$ cat config.mk
export PLATFORM = sky130hd
export DESIGN_NAME = pickup_tracker
export DESIGN_NICKNAME = d
export VERILOG_FILES = /design/src/rtl/game_pkg.sv /design/src/rtl/score_accum.sv /design/src/rtl/pickup_tracker.sv
export SDC_FILE = /design/constraint.sdc
export NUM_CORES = 1
export LEC_CHECK = 0
export ABC_CLOCK_PERIOD_IN_PS = 8300
export BUFFER_PORTS_ARGS = -buffer_cell sky130_fd_sc_hd__buf_2
export CAP_MARGIN = 20
export CELL_PAD_IN_SITES_DETAIL_PLACEMENT = 0
export CELL_PAD_IN_SITES_GLOBAL_PLACEMENT = 2
export CORE_MARGIN = 2
export CORE_UTILIZATION = 34
export DETAILED_ROUTE_END_ITERATION = 6
export MAX_ROUTING_LAYER = met4
export PLACE_DENSITY_LB_ADDON = 0.1
export SLEW_MARGIN = 40
export SYNTH_ARGS = -nofsm -noshare
export SYNTH_HDL_FRONTEND = slang
export SYNTH_SLANG_ARGS = --single-unit
export TNS_END_PERCENT = 1
$ cat constraint.sdc
create_clock -name clk -period 8.3 [get_ports clk]
set_clock_uncertainty 0.15 [all_clocks]
set_input_delay 0.83 -clock clk [delete_from_list [all_inputs] [get_ports clk]]
set_output_delay 0.83 -clock clk [all_outputs]
set_load 0.05 [all_outputs]
$ cat src/rtl/game_pkg.sv
// Shared types and default point values for the pickup tracker.
package game_pkg;

  typedef enum logic [1:0] {
    COIN  = 2'd0,
    POWER = 2'd1,
    GOAL  = 2'd2,
    DECOR = 2'd3
  } obj_kind_t;

  typedef enum logic [1:0] {
    TITLE = 2'd0,
    PLAY  = 2'd1,
    END   = 2'd2
  } game_state_t;

  localparam int DEF_PTS_COIN  = 1;
  localparam int DEF_PTS_POWER = 5;

endpackage

$ cat src/rtl/score_accum.sv
// Saturating score register. SCORE_BCD_EN selects packed-BCD storage with
// per-digit carry; otherwise the score is plain binary.
module score_accum #(
  parameter int DIGITS = 2,
  parameter int INC_W  = 6
) (
  input  logic                  clk,
  input  logic                  reset_n,
  input  logic                  clr,
  input  logic                  add_en,
  input  logic [INC_W-1:0]      add_val,
  output logic [4*DIGITS-1:0]   score
);

  localparam int SW = 4 * DIGITS;

  logic [SW-1:0] score_reg;
  logic [SW-1:0] sum_next;

`ifdef SCORE_BCD_EN
  logic [INC_W-1:0] rem;
  logic [4:0]       digit_sum;
  logic             carry;

  // The binary increment is peeled into decimal digits while rippling the carry.
  always_comb begin
    rem       = add_val;
    carry     = 1'b0;
    digit_sum = '0;
    sum_next  = '0;
    for (int d = 0; d < DIGITS; d++) begin
      digit_sum = {1'b0, score_reg[4*d +: 4]} + 5'(rem % 10) + {4'd0, carry};
      rem       = INC_W'(rem / 10);
      if (digit_sum > 5'd9) begin
        digit_sum = digit_sum - 5'd10;
        carry     = 1'b1;
      end else begin
        carry     = 1'b0;
      end
      sum_next[4*d +: 4] = digit_sum[3:0];
    end
    if (carry || (rem != '0)) sum_next = {DIGITS{4'h9}};
  end
`else
  localparam int AW = ((SW > INC_W) ? SW : INC_W) + 1;
  logic [AW-1:0] wide;

  always_comb begin
    wide     = AW'(score_reg) + AW'(add_val);
    sum_next = (wide > AW'({SW{1'b1}})) ? {SW{1'b1}} : wide[SW-1:0];
  end
`endif

  always_ff @(posedge clk or negedge reset_n) begin
    if (!reset_n) begin
      score_reg <= '0;
    end else if (clr) begin
      score_reg <= '0;
    end else if (add_en) begin
      score_reg <= sum_next;
    end
  end

  assign score = score_reg;

endmodule

$ cat src/rtl/pickup_tracker.sv
// Pickup overlap search, per-frame collection commit and game state machine.
// Score format is chosen by SCORE_BCD_EN (see score_accum).
module pickup_tracker
  import game_pkg::*;
#(
  parameter int N_OBJ        = 8,
  parameter int COORD_W      = 10,
  parameter int WORLD_W      = 13,
  parameter int OBJ_SIZE     = 40,
  parameter int SCORE_DIGITS = 2,
  parameter int PTS_COIN     = DEF_PTS_COIN,
  parameter int PTS_POWER    = DEF_PTS_POWER,
  localparam int SEL_W       = (N_OBJ > 1) ? $clog2(N_OBJ) : 1
) (
  input  logic                      clk,
  input  logic                      reset_n,
  input  logic [COORD_W-1:0]        draw_x,
  input  logic [COORD_W-1:0]        draw_y,
  input  logic [WORLD_W-1:0]        scroll_x,
  input  logic                      frame_start,
  input  logic                      start,
  input  logic                      restart,
  input  logic                      hero_opaque,
  input  logic [N_OBJ*WORLD_W-1:0]  obj_x,
  input  logic [N_OBJ*COORD_W-1:0]  obj_y,
  input  logic [N_OBJ*2-1:0]        obj_kind,
  output logic [SEL_W-1:0]          obj_sel,
  output logic [5:0]                obj_u,
  output logic [5:0]                obj_v,
  output logic                      obj_cover,
  input  logic                      sprite_opaque,
  output logic                      obj_pix_on,
  output logic [N_OBJ-1:0]          collected,
  output logic [4*SCORE_DIGITS-1:0] score,
  output logic                      power,
  output logic [1:0]                game_state,
  output logic                      goal_evt
);

  localparam int WX_W    = WORLD_W + 1;
  localparam int XE_W    = WORLD_W + 2;
  localparam int YE_W    = COORD_W + 1;
  localparam int MAX_PTS = (PTS_COIN > PTS_POWER) ? PTS_COIN : PTS_POWER;
  localparam int INC_W   = $clog2(N_OBJ * MAX_PTS + 1);

  game_state_t      state_reg;
  logic [N_OBJ-1:0] collected_reg;
  logic [N_OBJ-1:0] pending_reg;
  logic             power_reg;
  logic             goal_evt_reg;

  logic [WX_W-1:0]  wx;
  logic [N_OBJ-1:0] cover_vec;
  logic [5:0]       u_arr    [N_OBJ];
  logic [5:0]       v_arr    [N_OBJ];
  obj_kind_t        kind_arr [N_OBJ];
  logic [INC_W-1:0] pts_arr  [N_OBJ];

  // Extra top bit keeps the world x from wrapping at the edge of the world.
  assign wx = WX_W'(draw_x) + WX_W'(scroll_x);

  for (genvar gi = 0; gi < N_OBJ; gi++) begin : g_obj
    logic [XE_W-1:0] ox;
    logic [YE_W-1:0] oy;
    logic            in_x;
    logic            in_y;

    assign ox   = XE_W'(obj_x[gi*WORLD_W +: WORLD_W]);
    assign oy   = YE_W'(obj_y[gi*COORD_W +: COORD_W]);
    assign in_x = ({1'b0, wx} >= ox) && ({1'b0, wx} < ox + XE_W'(OBJ_SIZE));
    assign in_y = (YE_W'(draw_y) >= oy) && (YE_W'(draw_y) < oy + YE_W'(OBJ_SIZE));

    assign cover_vec[gi] = in_x && in_y && !collected_reg[gi];
    assign u_arr[gi]     = 6'(wx - ox[WX_W-1:0]);
    assign v_arr[gi]     = 6'(draw_y - oy[COORD_W-1:0]);
    assign kind_arr[gi]  = obj_kind_t'(obj_kind[2*gi +: 2]);
    assign pts_arr[gi]   = (kind_arr[gi] == COIN)  ? INC_W'(PTS_COIN)  :
                           (kind_arr[gi] == POWER) ? INC_W'(PTS_POWER) : '0;
  end

  logic [SEL_W-1:0] sel;

  // Scanning from the top index down leaves the lowest covering index in sel.
  always_comb begin
    sel = '0;
    for (int i = N_OBJ - 1; i >= 0; i--) begin
      if (cover_vec[i]) sel = SEL_W'(i);
    end
  end

  assign obj_sel    = sel;
  assign obj_u      = u_arr[sel];
  assign obj_v      = v_arr[sel];
  assign obj_cover  = |cover_vec;
  assign obj_pix_on = obj_cover && sprite_opaque;

  logic             hit;
  logic [N_OBJ-1:0] hit_mask;
  logic [N_OBJ-1:0] new_bits;
  logic [INC_W-1:0] inc;
  logic             any_power;
  logic             any_goal;
  logic             commit;

  assign hit      = (state_reg == PLAY) && obj_pix_on && hero_opaque &&
                    (kind_arr[sel] != DECOR);
  assign hit_mask = hit ? (N_OBJ'(1) << sel) : '0;
  assign new_bits = pending_reg & ~collected_reg;
  assign commit   = frame_start && (state_reg == PLAY);

  always_comb begin
    inc       = '0;
    any_power = 1'b0;
    any_goal  = 1'b0;
    for (int i = 0; i < N_OBJ; i++) begin
      if (new_bits[i]) begin
        inc = inc + pts_arr[i];
        if (kind_arr[i] == POWER) any_power = 1'b1;
        if (kind_arr[i] == GOAL)  any_goal  = 1'b1;
      end
    end
  end

  always_ff @(posedge clk or negedge reset_n) begin
    if (!reset_n) begin
      state_reg     <= TITLE;
      collected_reg <= '0;
      pending_reg   <= '0;
      power_reg     <= 1'b0;
      goal_evt_reg  <= 1'b0;
    end else begin
      goal_evt_reg <= 1'b0;
      case (state_reg)
        TITLE: if (frame_start && start) state_reg <= PLAY;
        PLAY: begin
          if (frame_start) begin
            // A hit on the commit cycle starts the next pending set.
            collected_reg <= collected_reg | pending_reg;
            pending_reg   <= hit_mask;
            if (any_power) power_reg <= 1'b1;
            if (any_goal) begin
              state_reg    <= END;
              goal_evt_reg <= 1'b1;
            end
          end else begin
            pending_reg <= pending_reg | hit_mask;
          end
        end
        END: begin
          if (restart) begin
            state_reg     <= TITLE;
            collected_reg <= '0;
            pending_reg   <= '0;
            power_reg     <= 1'b0;
          end
        end
        default: state_reg <= TITLE;
      endcase
    end
  end

  score_accum #(
    .DIGITS (SCORE_DIGITS),
    .INC_W  (INC_W)
  ) u_score (
    .clk     (clk),
    .reset_n (reset_n),
    .clr     ((state_reg == END) && restart),
    .add_en  (commit),
    .add_val (inc),
    .score   (score)
  );

  assign collected  = collected_reg;
  assign power      = power_reg;
  assign game_state = state_reg;
  assign goal_evt   = goal_evt_reg;

endmodule

==> results of run 1 <==
==> layer usage <==
metal | global-route usage [%] | wire (um) | vias to the layer above
li1 | - | - | 7630
met3 | 1.15 | 2050 | 44
met2 | 42.0 | 26000 | 318
met1 | 33.8 | 26800 | 7099
met4 | 2.60 | 669 | 0
met5 | - | 0 | -
==> cell usage after synthesis, types with 14 or more instances <==
| master | instances |
|---|---|
| ha_1 | 381 |
| inv_1 | 251 |
| a21oi_1 | 174 |
| xnor2_1 | 136 |
| o21ai_0 | 127 |
| nor2_1 | 113 |
| nand2_1 | 77 |
| xor2_1 | 61 |
| a21o_1 | 49 |
| nor3_1 | 44 |
| nand3_1 | 41 |
| dfrtp_1 | 28 |
| nor2b_1 | 27 |
| o22ai_1 | 26 |
| nand2b_1 | 25 |
| a211oi_1 | 22 |
| a2111oi_0 | 20 |
| and3_1 | 19 |
| fa_1 | 18 |
| a31oi_1 | 16 |
| o211ai_1 | 16 |
| mux2i_1 | 15 |
| o2111ai_1 | 15 |
| o21a_1 | 15 |
| o21bai_1 | 15 |
| mux2_2 | 14 |
==> path summary, 6_finish.rpt <==
path                                     start                to  slack [ns]  cells after the start
worst max-delay path                 draw_x[0]          obj_u[5]        0.41                     27
worst min-delay path            pending_reg[7]    pending_reg[7]        0.34                      2
worst max register to register  pending_reg[1]  u_score.score[7]        0.90                     36
worst min register to register  pending_reg[7]    pending_reg[7]        0.34                      2
max in group asynchronous              reset_n     game_state[0]        7.12                      1
min in group asynchronous              reset_n          goal_evt        0.44                      1
==> cells by family (layout without fill, tap and decap cells) <==
kind of cell / Yosys count / count (layout) / share of synthesized area [%]
other: 0 / 1 / 0
adder cells (fa/ha/maj): 399 / 399 / 34.7
multiplexers: 29 / 29 / 2.08
flip-flops: 28 / 28 / 4.74
AO/OA/AOI/OAI: 587 / 587 / 25.7
XOR/XNOR: 197 / 197 / 11.7
buffers and inverters: 274 / 574 / 7.10
AND/OR/NAND/NOR: 411 / 411 / 14.0
==> through the flow <==
stage                     instance area (sq um)  hold slack [ns]  TNS (ns)
after floorplan                           14800            0.303         0
after global placement                    17200            0.327         0
after CTS                                 17400            0.347         0
after global routing                      17500            0.391   -0.0597
final                                     17500            0.344         0
after detailed placement                  17200            0.333    -0.294
==> cell type report <==
class | count | area (sq um) | area share, %
Clock inverter | 1 | 30.0 | 0.172
Antenna cell | 1 | 2.50 | 0.0143
Clock buffer | 3 | 75.1 | 0.430
Inverter | 252 | 946 | 5.42
Multi-Input combinational cell | 1623 | 13200 | 75.8
Sequential cell | 28 | 701 | 4.01
Tap cell | 585 | 732 | 4.19
Timing Repair Buffer | 318 | 1740 | 9.96
==> power by group through the flow <==
stage | sequential [W] | clock (W) | combinational (W)
after floorplan | 0.000336 | 0 | 0.00144
after global placement | 0.000234 | 0 | 0.00230
after detailed placement | 0.000235 | 0 | 0.00231
after CTS | 0.000232 | 0.000145 | 0.00236
after global routing | 0.000241 | 0.000150 | 0.00259
final | 0.000232 | 0.000143 | 0.00236
==> critical path, stage by stage <==
cell and delay [ns]:
buf_2 0.10, ha_1 0.22, fa_1 0.41, a21o_1 0.21, a21oi_2 0.25, o21bai_1 0.12
a21oi_2 0.21, nor2_1 0.06, o21a_1 0.18, nor2_1 0.16, xnor2_2 0.33, buf_4 0.27
ha_1 0.24, nand3_1 0.10, nor2_1 0.06, a2111oi_1 0.73, buf_4 0.22, o211ai_1 0.13
o32ai_1 0.23, a211oi_2 0.17, a21o_1 0.28, o31a_1 0.38, buf_12 0.18, o21ai_0 0.18
nor2_1 0.07, nor2_1 0.25, buf_2 0.33
==> repair_timing <==
item	4_1_cts	5_1_grt
endpoints found under the setup margin	5	20
pin swaps	1	3
buffers inserted	5	0
gates resized for setup	1	15
==> flow_summary.ini, run 1 <==
[final_layout]
finalCoreUtilization_pct = 40.6
mostFrequentLayoutCell = ha_1
fill_cells = 4574
final_net_count = 2865
final_cell_mix = 381 x ha_1, 274 x buf_2, 251 x inv_1
fin_cells = 2811
syn_to_final_growth_pct = 18.0
drive_above_1_share_pct = 17.2

[synth]
yosys.cell_types.count = 84
syn_nets = 2564
synth.yosys.seq_area_share_pct = 4.74
synthCells = 1925
netlist_top_cells_area = ha_1 32%, xnor2_1 8.1%, inv_1 6.4%, a21oi_1 5.9%, dfrtp_1 4.7%
syn_area_per_cell_sq_um = 7.69
synth.largest_area_cell = ha_1
synth-async-reset-ratio_pct = 100
synth_seq_cells = 28
synth_top_cell_area_share_pct = 32.2
ys_warn_count = 0
ys.flop_type = dfrtp_1
synthesis.area_sq_um = 14800
synth-edff-count = 0

[timing]
hold_viol = 0
max_freq_mhz = 127
post-route-min-period_ns = 7.89
finalMaxSlewViolations = 0
slew_headroom_pct = 44.7
rsz0062_at_grt = true
tightest_slew_ns = 0.819
setup_viol = 0
fin_ws_ns = 0.414
fin_crit_sh_pct = 95.0

[pwr]
clkPwrFrac_pct = 5.2
switching_share_pct = 58.6
seqPwrFrac_pct = 8.5
p_total_w = 0.00274
p_int_w = 0.00113
p_sw_w = 0.00161
power_frac_comb_pct = 86.3
p_leak_nw = 9.05
power_density_nw_per_um2 = 157
ir_worst_vdd_uv = 159

[die]
ios = 277
dieArea_sq_um = 45200
start_util_pct = 34.4
die_x_um = 213
die_h_um = 213
rows = 76
coreArea_sq_um = 43000

[cts]
cts_max_path_buffers = 2
clkTransAtPathRegs_ns = 0.07
clkSinkCount = 28
cts_root_buffer = clkbuf_16
h-tree-depth = 1
clk_latency_ns = 0.26
cts_tree = done
cts_hold_buf = 0
cts_buffers = 3

[detailed_routing]
ant_nets = 0
routed_wire_length_per_instance_um = 19.7
first_iter_violations = 925
vias_per_cell = 5.37
vias = 15100
drc = 0
drt-total-wl_um = 55500
firstDrtPassIters = 5

[global_routing]
grt_pass1_vias = 14800
grt_use_total_pct = 24.8
grt_max_degree = 29
overflow = 0
antenna_found_initial = 1
grt_pass1_wl_um = 84300

[status]
status = finished clean

[critical_path]
start_kind = primary input
crit_fanout = 22
crit_arrival_ns = 6.91
worstSetupEndpointType = primary output
cp_data_required_time_ns = 7.32
critPathKind = in -> out

[placed_design]
dp_cells = 2801
dpl_worst_slack_ns = -0.124
dpl.hpwl_um = 48100
gp_congestion = 0.931
portBuffers = 276

[flow_run]
max-cap-violations = 0

[worst_hold_path]
hold_path_class = reg -> reg
Note: power is estimated with default switching activity, not from simulation.
==> run 2, diff against run 1 <==
--- a/config.mk
+++ b/config.mk
@@ -8,10 +8,11 @@
 export ABC_CLOCK_PERIOD_IN_PS = 8300
 export BUFFER_PORTS_ARGS = -buffer_cell sky130_fd_sc_hd__buf_2
 export CAP_MARGIN = 20
-export CELL_PAD_IN_SITES_DETAIL_PLACEMENT = 0
+export CELL_PAD_IN_SITES_DETAIL_PLACEMENT = 2
 export CELL_PAD_IN_SITES_GLOBAL_PLACEMENT = 2
 export CORE_MARGIN = 2
 export CORE_UTILIZATION = 34
+export CTS_CLUSTER_DIAMETER = 60
 export DETAILED_ROUTE_END_ITERATION = 6
 export MAX_ROUTING_LAYER = met4
 export PLACE_DENSITY_LB_ADDON = 0.1
==> run 2 against run 1 <==
Against the previous run: fmax grew 0.39%; total power grew 3.8%; clock-buffer cell count is the same; hold slack gained 0.021 ns; core utilization grew 0.14 points; critical path depth grew 2; cell count grew 0.11%; wire length grew 15%; cell area grew 0.34%; via count grew 4.5%; global-route usage grew 4.0 points; critical endpoint is now obj_v[5]; largest cell class unchanged.
==> flow_summary.ini, run 2 (synthesized netlist as in run 1, its figures left out) <==
[die]
die_h_um = 213
ios = 277
rows = 76
start_util_pct = 34.4
die_x_um = 213
dieArea_sq_um = 45200
coreArea_sq_um = 43000

[critical_path]
crit_arrival_ns = 6.88
cp_data_required_time_ns = 7.32
critPathKind = in -> out
worstSetupEndpointType = primary output
start_kind = primary input
cpMaxStageDelayCell = fa_1
max_stage_delay_ns = 0.41
crit_fanout = 22

[final_layout]
drive_above_1_share_pct = 17.6
syn_to_final_growth_pct = 18.4
mostFrequentLayoutCell = ha_1
area.sequential_sq_um = 701
multi_input_area_sq_um = 13300
final_net_count = 2866
final_area_sq_um = 17500
fill_cells = 5188
final_cell_mix = 381 x ha_1, 271 x buf_2, 251 x inv_1
finalCoreUtilization_pct = 40.8

[placed_design]
dpl_worst_slack_ns = -0.283
postPlaceCellArea_sq_um = 17200
portBuffers = 276
dpl.hpwl_um = 55700
gp_congestion = 0.931

[cts]
h-tree-depth = 1
cts_max_path_buffers = 2
cts_tree = done
clkSinkCount = 28
cts_root_buffer = clkbuf_16
cts_buffers = 3
cts_hold_buf = 0
clk_latency_ns = 0.26
clkTransAtPathRegs_ns = 0.07

[timing]
post-route-min-period_ns = 7.86
fin_setup_tns_ns = 0
tightest_slew_ns = 0.812
hold_viol = 0
fin_ws_ns = 0.444
slew_headroom_pct = 45.9
finalMaxSlewViolations = 0
max_freq_mhz = 127
setup_viol = 0
fin_crit_sh_pct = 94.6

[detailed_routing]
vias = 15800
first_iter_violations = 643
drt-total-wl_um = 63800
routed_wire_length_per_instance_um = 22.7
ant_nets = 0
firstDrtPassIters = 5
vias_per_cell = 5.61
drc = 0

[global_routing]
grt_pass1_vias = 17700
antenna_found_initial = 1
grt_use_total_pct = 28.8
overflow = 0
grt_pass1_wl_um = 99000
grt_max_degree = 29

[status]
status = finished clean

[worst_hold_path]
hold_path_class = reg -> reg

[pwr]
p_leak_nw = 9.07
power_density_nw_per_um2 = 162
ir_worst_vdd_uv = 194

[flow_run]
max-cap-violations = 0
run 2: worst paths after layout:
kind	endpoint	startpoint	cells past startpoint	slack [ns]
max	obj_v[5]	draw_x[0]	29	0.44
min	pending_reg[7]	pending_reg[7]	2	0.36
max reg2reg	u_score.score[3]	pending_reg[0]	38	0.77
min reg2reg	pending_reg[7]	pending_reg[7]	2	0.36
max in group asynchronous	u_score.score[6]	reset_n	1	7.11
min in group asynchronous	goal_evt	reset_n	1	0.45
run 2: timing repair:
action	in CTS	in global routing
pin swaps	1	6
gates resized for setup	2	33
buffers inserted	4	2
setup endpoints to repair	11	20
run 2: final cells by class:
class | count | area share [%]
multi-input combinational | 1623 | 75.8
timing repair buffer | 319 | 9.97
inverter | 252 | 5.40
tap | 585 | 4.18
sequential | 28 | 4.00
clock buffer | 3 | 0.429
clock inverter | 1 | 0.171
antenna | 3 | 0.0429
run 2: stage by stage:
step / total power [W] / hold slack (ns) / cells
detailed placement: 0.00263 / 0.365 / 2801
floorplan: 0.00177 / 0.303 / 1925
CTS: 0.00281 / 0.371 / 2809
finish: 0.00284 / 0.365 / 2814
global placement: 0.00253 / 0.327 / 2801
global route: 0.00308 / 0.407 / 2812
run 2: per-layer routing:
| metal | wire [um] | track usage, % | vias to the layer above |
|---|---|---|---|
| met5 | 0 | - | - |
| met4 | 1450 | 5.86 | 0 |
| met3 | 1690 | 0.827 | 64 |
| met2 | 31700 | 51.6 | 277 |
| met1 | 29000 | 36.2 | 7824 |
| li1 | - | - | 7608 |
run 2: critical path: cells and delay by family:
family          cells  cell delay, ns
compound gates     17            3.69
xor+xnor            1            0.32
fa+ha+maj           3            0.87
buf+inv             4            0.75
simple gates        4            0.41
run 2: power breakdown:
group / internal, W / leakage (nW) / switching (W)
Sequential: 0.000175 / 0.355 / 0.0000612
Combinational: 0.000877 / 8.67 / 0.00158
Clock: 0.0000961 / 0.0511 / 0.0000495
==> run 3, diff against run 2 <==
==> constraint.sdc (replaced) <==
create_clock -name clk -period 8.3 [get_ports clk]
set_clock_uncertainty 0.15 [all_clocks]
set_input_delay 2.49 -clock clk [delete_from_list [all_inputs] [get_ports clk]]
set_output_delay 2.49 -clock clk [all_outputs]
set_load 0.05 [all_outputs]
==> run 3 against run 2 <==
Against the previous run: the flow now stops in detailed placement; synthesized area unchanged; synthesized cell count is the same.
==> flow_summary.ini, run 3 <==
[synth]
yosys.cell_types.count = 84
synthesis.area_sq_um = 14800
yosys.area_share.adder_pct = 34.7
synth_common_cells = 381 x ha_1, 251 x inv_1, 174 x a21oi_1
netlist_top_cells_area = ha_1 32%, xnor2_1 8.1%, inv_1 6.4%, a21oi_1 5.9%, dfrtp_1 4.7%
synth_compound_area_share_pct = 25.7
syn_area_per_cell_sq_um = 7.69
synth.yosys.seq_area_share_pct = 4.74
yosys.area_share.simple_pct = 14.0
ys.flop_type = dfrtp_1
synth_seq_cells = 28
synth_top_cell_area_share_pct = 32.2
muxShareOfSynthArea_pct = 2.08
syn_nets = 2564
ys_warn_count = 0
synth_xor_xnor_area_share_pct = 11.7
synth_top_family_by_area = adder cells
synth-async-reset-ratio_pct = 100
synthCells = 1925
synth-edff-count = 0
synth.largest_area_cell = ha_1
yosys.cell_count.top_type = ha_1

[placed_design]
gp_congestion = 0.945
dpl.hpwl_um = 81000
portBuffers = 276

[die]
start_util_pct = 34.4
ios = 277
die_x_um = 213
rows = 76
die_h_um = 213

[status]
status = stopped before the end
outcome.stop_stage = detailed placement
tool.error = [ERROR DPL-0033] detailed placement checks failed during check placement.
run 3: cell families after synthesis:
kind of cell / Yosys count
AO/OA/AOI/OAI: 587
AND/OR/NAND/NOR: 411
adder cells (fa/ha/maj): 399
buffers and inverters: 274
XOR/XNOR: 197
multiplexers: 29
flip-flops: 28
run 3: stage by stage:
stage / setup slack [ns] / setup TNS (ns) / area (sq um) / hold WS [ns] / cells
2_1_floorplan: -1.84 / -31.06 / 15000 / 0.303 / 1925
3_3_place_gp: -2.80 / -55.56 / 22000 / 0.329 / 3388
==> run 4, diff against run 3 <==
--- a/config.mk
+++ b/config.mk
@@ -8,14 +8,10 @@
 export ABC_CLOCK_PERIOD_IN_PS = 8300
 export BUFFER_PORTS_ARGS = -buffer_cell sky130_fd_sc_hd__buf_2
 export CAP_MARGIN = 20
-export CELL_PAD_IN_SITES_DETAIL_PLACEMENT = 2
-export CELL_PAD_IN_SITES_GLOBAL_PLACEMENT = 2
 export CORE_MARGIN = 2
-export CORE_UTILIZATION = 34
-export CTS_CLUSTER_DIAMETER = 60
+export CORE_UTILIZATION = 40
 export DETAILED_ROUTE_END_ITERATION = 6
-export MAX_ROUTING_LAYER = met4
-export PLACE_DENSITY_LB_ADDON = 0.1
+export PLACE_DENSITY_LB_ADDON = 0.15
 export SLEW_MARGIN = 40
 export SYNTH_ARGS = -nofsm -noshare
 export SYNTH_HDL_FRONTEND = slang
==> run 4 against run 3 <==
Against the previous run: the flow now finishes, with violations (setup timing).
==> flow_summary.ini, run 4 (synthesized netlist as in run 1, its figures left out) <==
[global_routing]
grt_use_total_pct = 29.4
antenna_found_initial = 7
grt_pass1_wl_um = 90600
grt_pass1_vias = 17800
grt_max_degree = 29
overflow = 0

[cts]
cts_root_buffer = clkbuf_16
h-tree-depth = 1
clk_latency_ns = 0.26
cts_tree = done
cts_hold_buf = 0
clkTransAtPathRegs_ns = 0.07
cts_buffers = 3
clkSinkCount = 28
cts_max_path_buffers = 2

[pwr]
power_density_nw_per_um2 = 152
ir_worst_vdd_uv = 298
p_total_w = 0.00339
p_leak_nw = 12.0

[timing]
hold_viol = 0
setup_viol = 25
max_freq_mhz = 94.5
tightest_slew_ns = 0.993
post-route-min-period_ns = 10.58
slew_headroom_pct = 32.9
fin_crit_sh_pct = 127
rsz0062_at_grt = true
finalMaxSlewViolations = 0
fin_ws_ns = -2.28

[worst_hold_path]
hold_path_class = reg -> reg
hold_path.startpoint = power

[critical_path]
startpoint = scroll_x[0]
max_stage_delay_ns = 0.47
start_kind = primary input
worstSetupEndpointType = primary output
cpMaxStageDelayCell = a2111o_1
critPathKind = in -> out
crit_arrival_ns = 7.94
crit_fanout = 6
crit_family = compound AO/OA/AOI/OAI gates
r2r-start = collected[0]
cp.buffers_inverters = 5
cp_data_required_time_ns = 5.66

[detailed_routing]
first_iter_violations = 818
drc = 0
vias = 17600
routed_wire_length_per_instance_um = 17.7
vias_per_cell = 5.36
ant_nets = 0
drt-total-wl_um = 58000
firstDrtPassIters = 5

[placed_design]
dpl.hpwl_um = 51500
portBuffers = 276
dp_cells = 3263
postPlaceCellArea_sq_um = 21700
gp_congestion = 0.949

[final_layout]
mostFrequentLayoutCell = buf_4
final_area_sq_um = 22300
final_cell_mix = 609 x buf_4, 377 x ha_1, 258 x buf_2
syn_to_final_growth_pct = 50.6
fin_cells = 3282
drive_above_1_share_pct = 35.8
final_net_count = 3452

[die]
coreArea_sq_um = 36500
ios = 277
dieArea_sq_um = 38500
start_util_pct = 40.5
die_h_um = 196
die_x_um = 196
rows = 70

[flow_run]
max-cap-violations = 0

[status]
violations = setup timing
status = complete, but fails checks
[run 4: cell type report]
cell class                      instances  area [sq um]
Tap cell                              468           586
Multi-Input combinational cell       1623         13500
Antenna cell                            2          5.00
Sequential cell                        28           701
Clock buffer                            3          75.1
Timing Repair Buffer                  905          6470
Fill cell                            3433         14200
Clock inverter                          1          30.0
Inverter                              252           946
[run 4: path summary, 6_finish.rpt]
kind / slack [ns] / to / depth (start not counted)
hold reg to reg: 0.38 / power / 2
setup reg to reg: 1.02 / u_score.score[7] / 37
hold / removal: 0.38 / power / 2
max in group asynchronous: 5.50 / pending_reg[0] / 1
min in group asynchronous: 2.09 / u_score.score[1] / 1
setup / recovery: -2.28 / obj_v[4] / 30
[run 4: through the flow]
stage                     setup slack, ns  TNS (ns)  utilization [%]  hold WS [ns]
after floorplan                     -1.84    -31.06                -         0.303
after global placement              -2.67    -52.36             59.3         0.327
after detailed placement            -2.68    -53.67             59.3         0.342
after CTS                           -2.19    -39.28             60.2         0.369
after global routing                -2.55    -47.64             61.0         0.402
final                               -2.28    -40.12             61.0         0.378
[run 4: power breakdown]
part           internal (W)  total (W)  switching [W]
logic               0.00136    0.00302        0.00165
registers          0.000175   0.000235      0.0000602
clock network     0.0000960   0.000142      0.0000457
total               0.00163    0.00339        0.00176
[run 4: metal layers]
layer	wire length (um)	share of wire, %	global-route usage (%)
met1	25900	45	37.7
met2	27600	48	52.5
met3	2900	5.0	2.46
met4	1630	2.8	7.94
met5	45	0.078	0
[run 4: timing repair]
action,CTS,global route
setup buffers,0,11
cloned,0,1
gates resized for setup,58,38
pin swaps,10,29
setup endpoints to repair,29,25
[run 4: tightest hold or removal path, stage by stage, from the launching register on]
cell and delay (ns):
dfrtp_1 0.35, a21oi_1 0.04, nor2_1 0.09
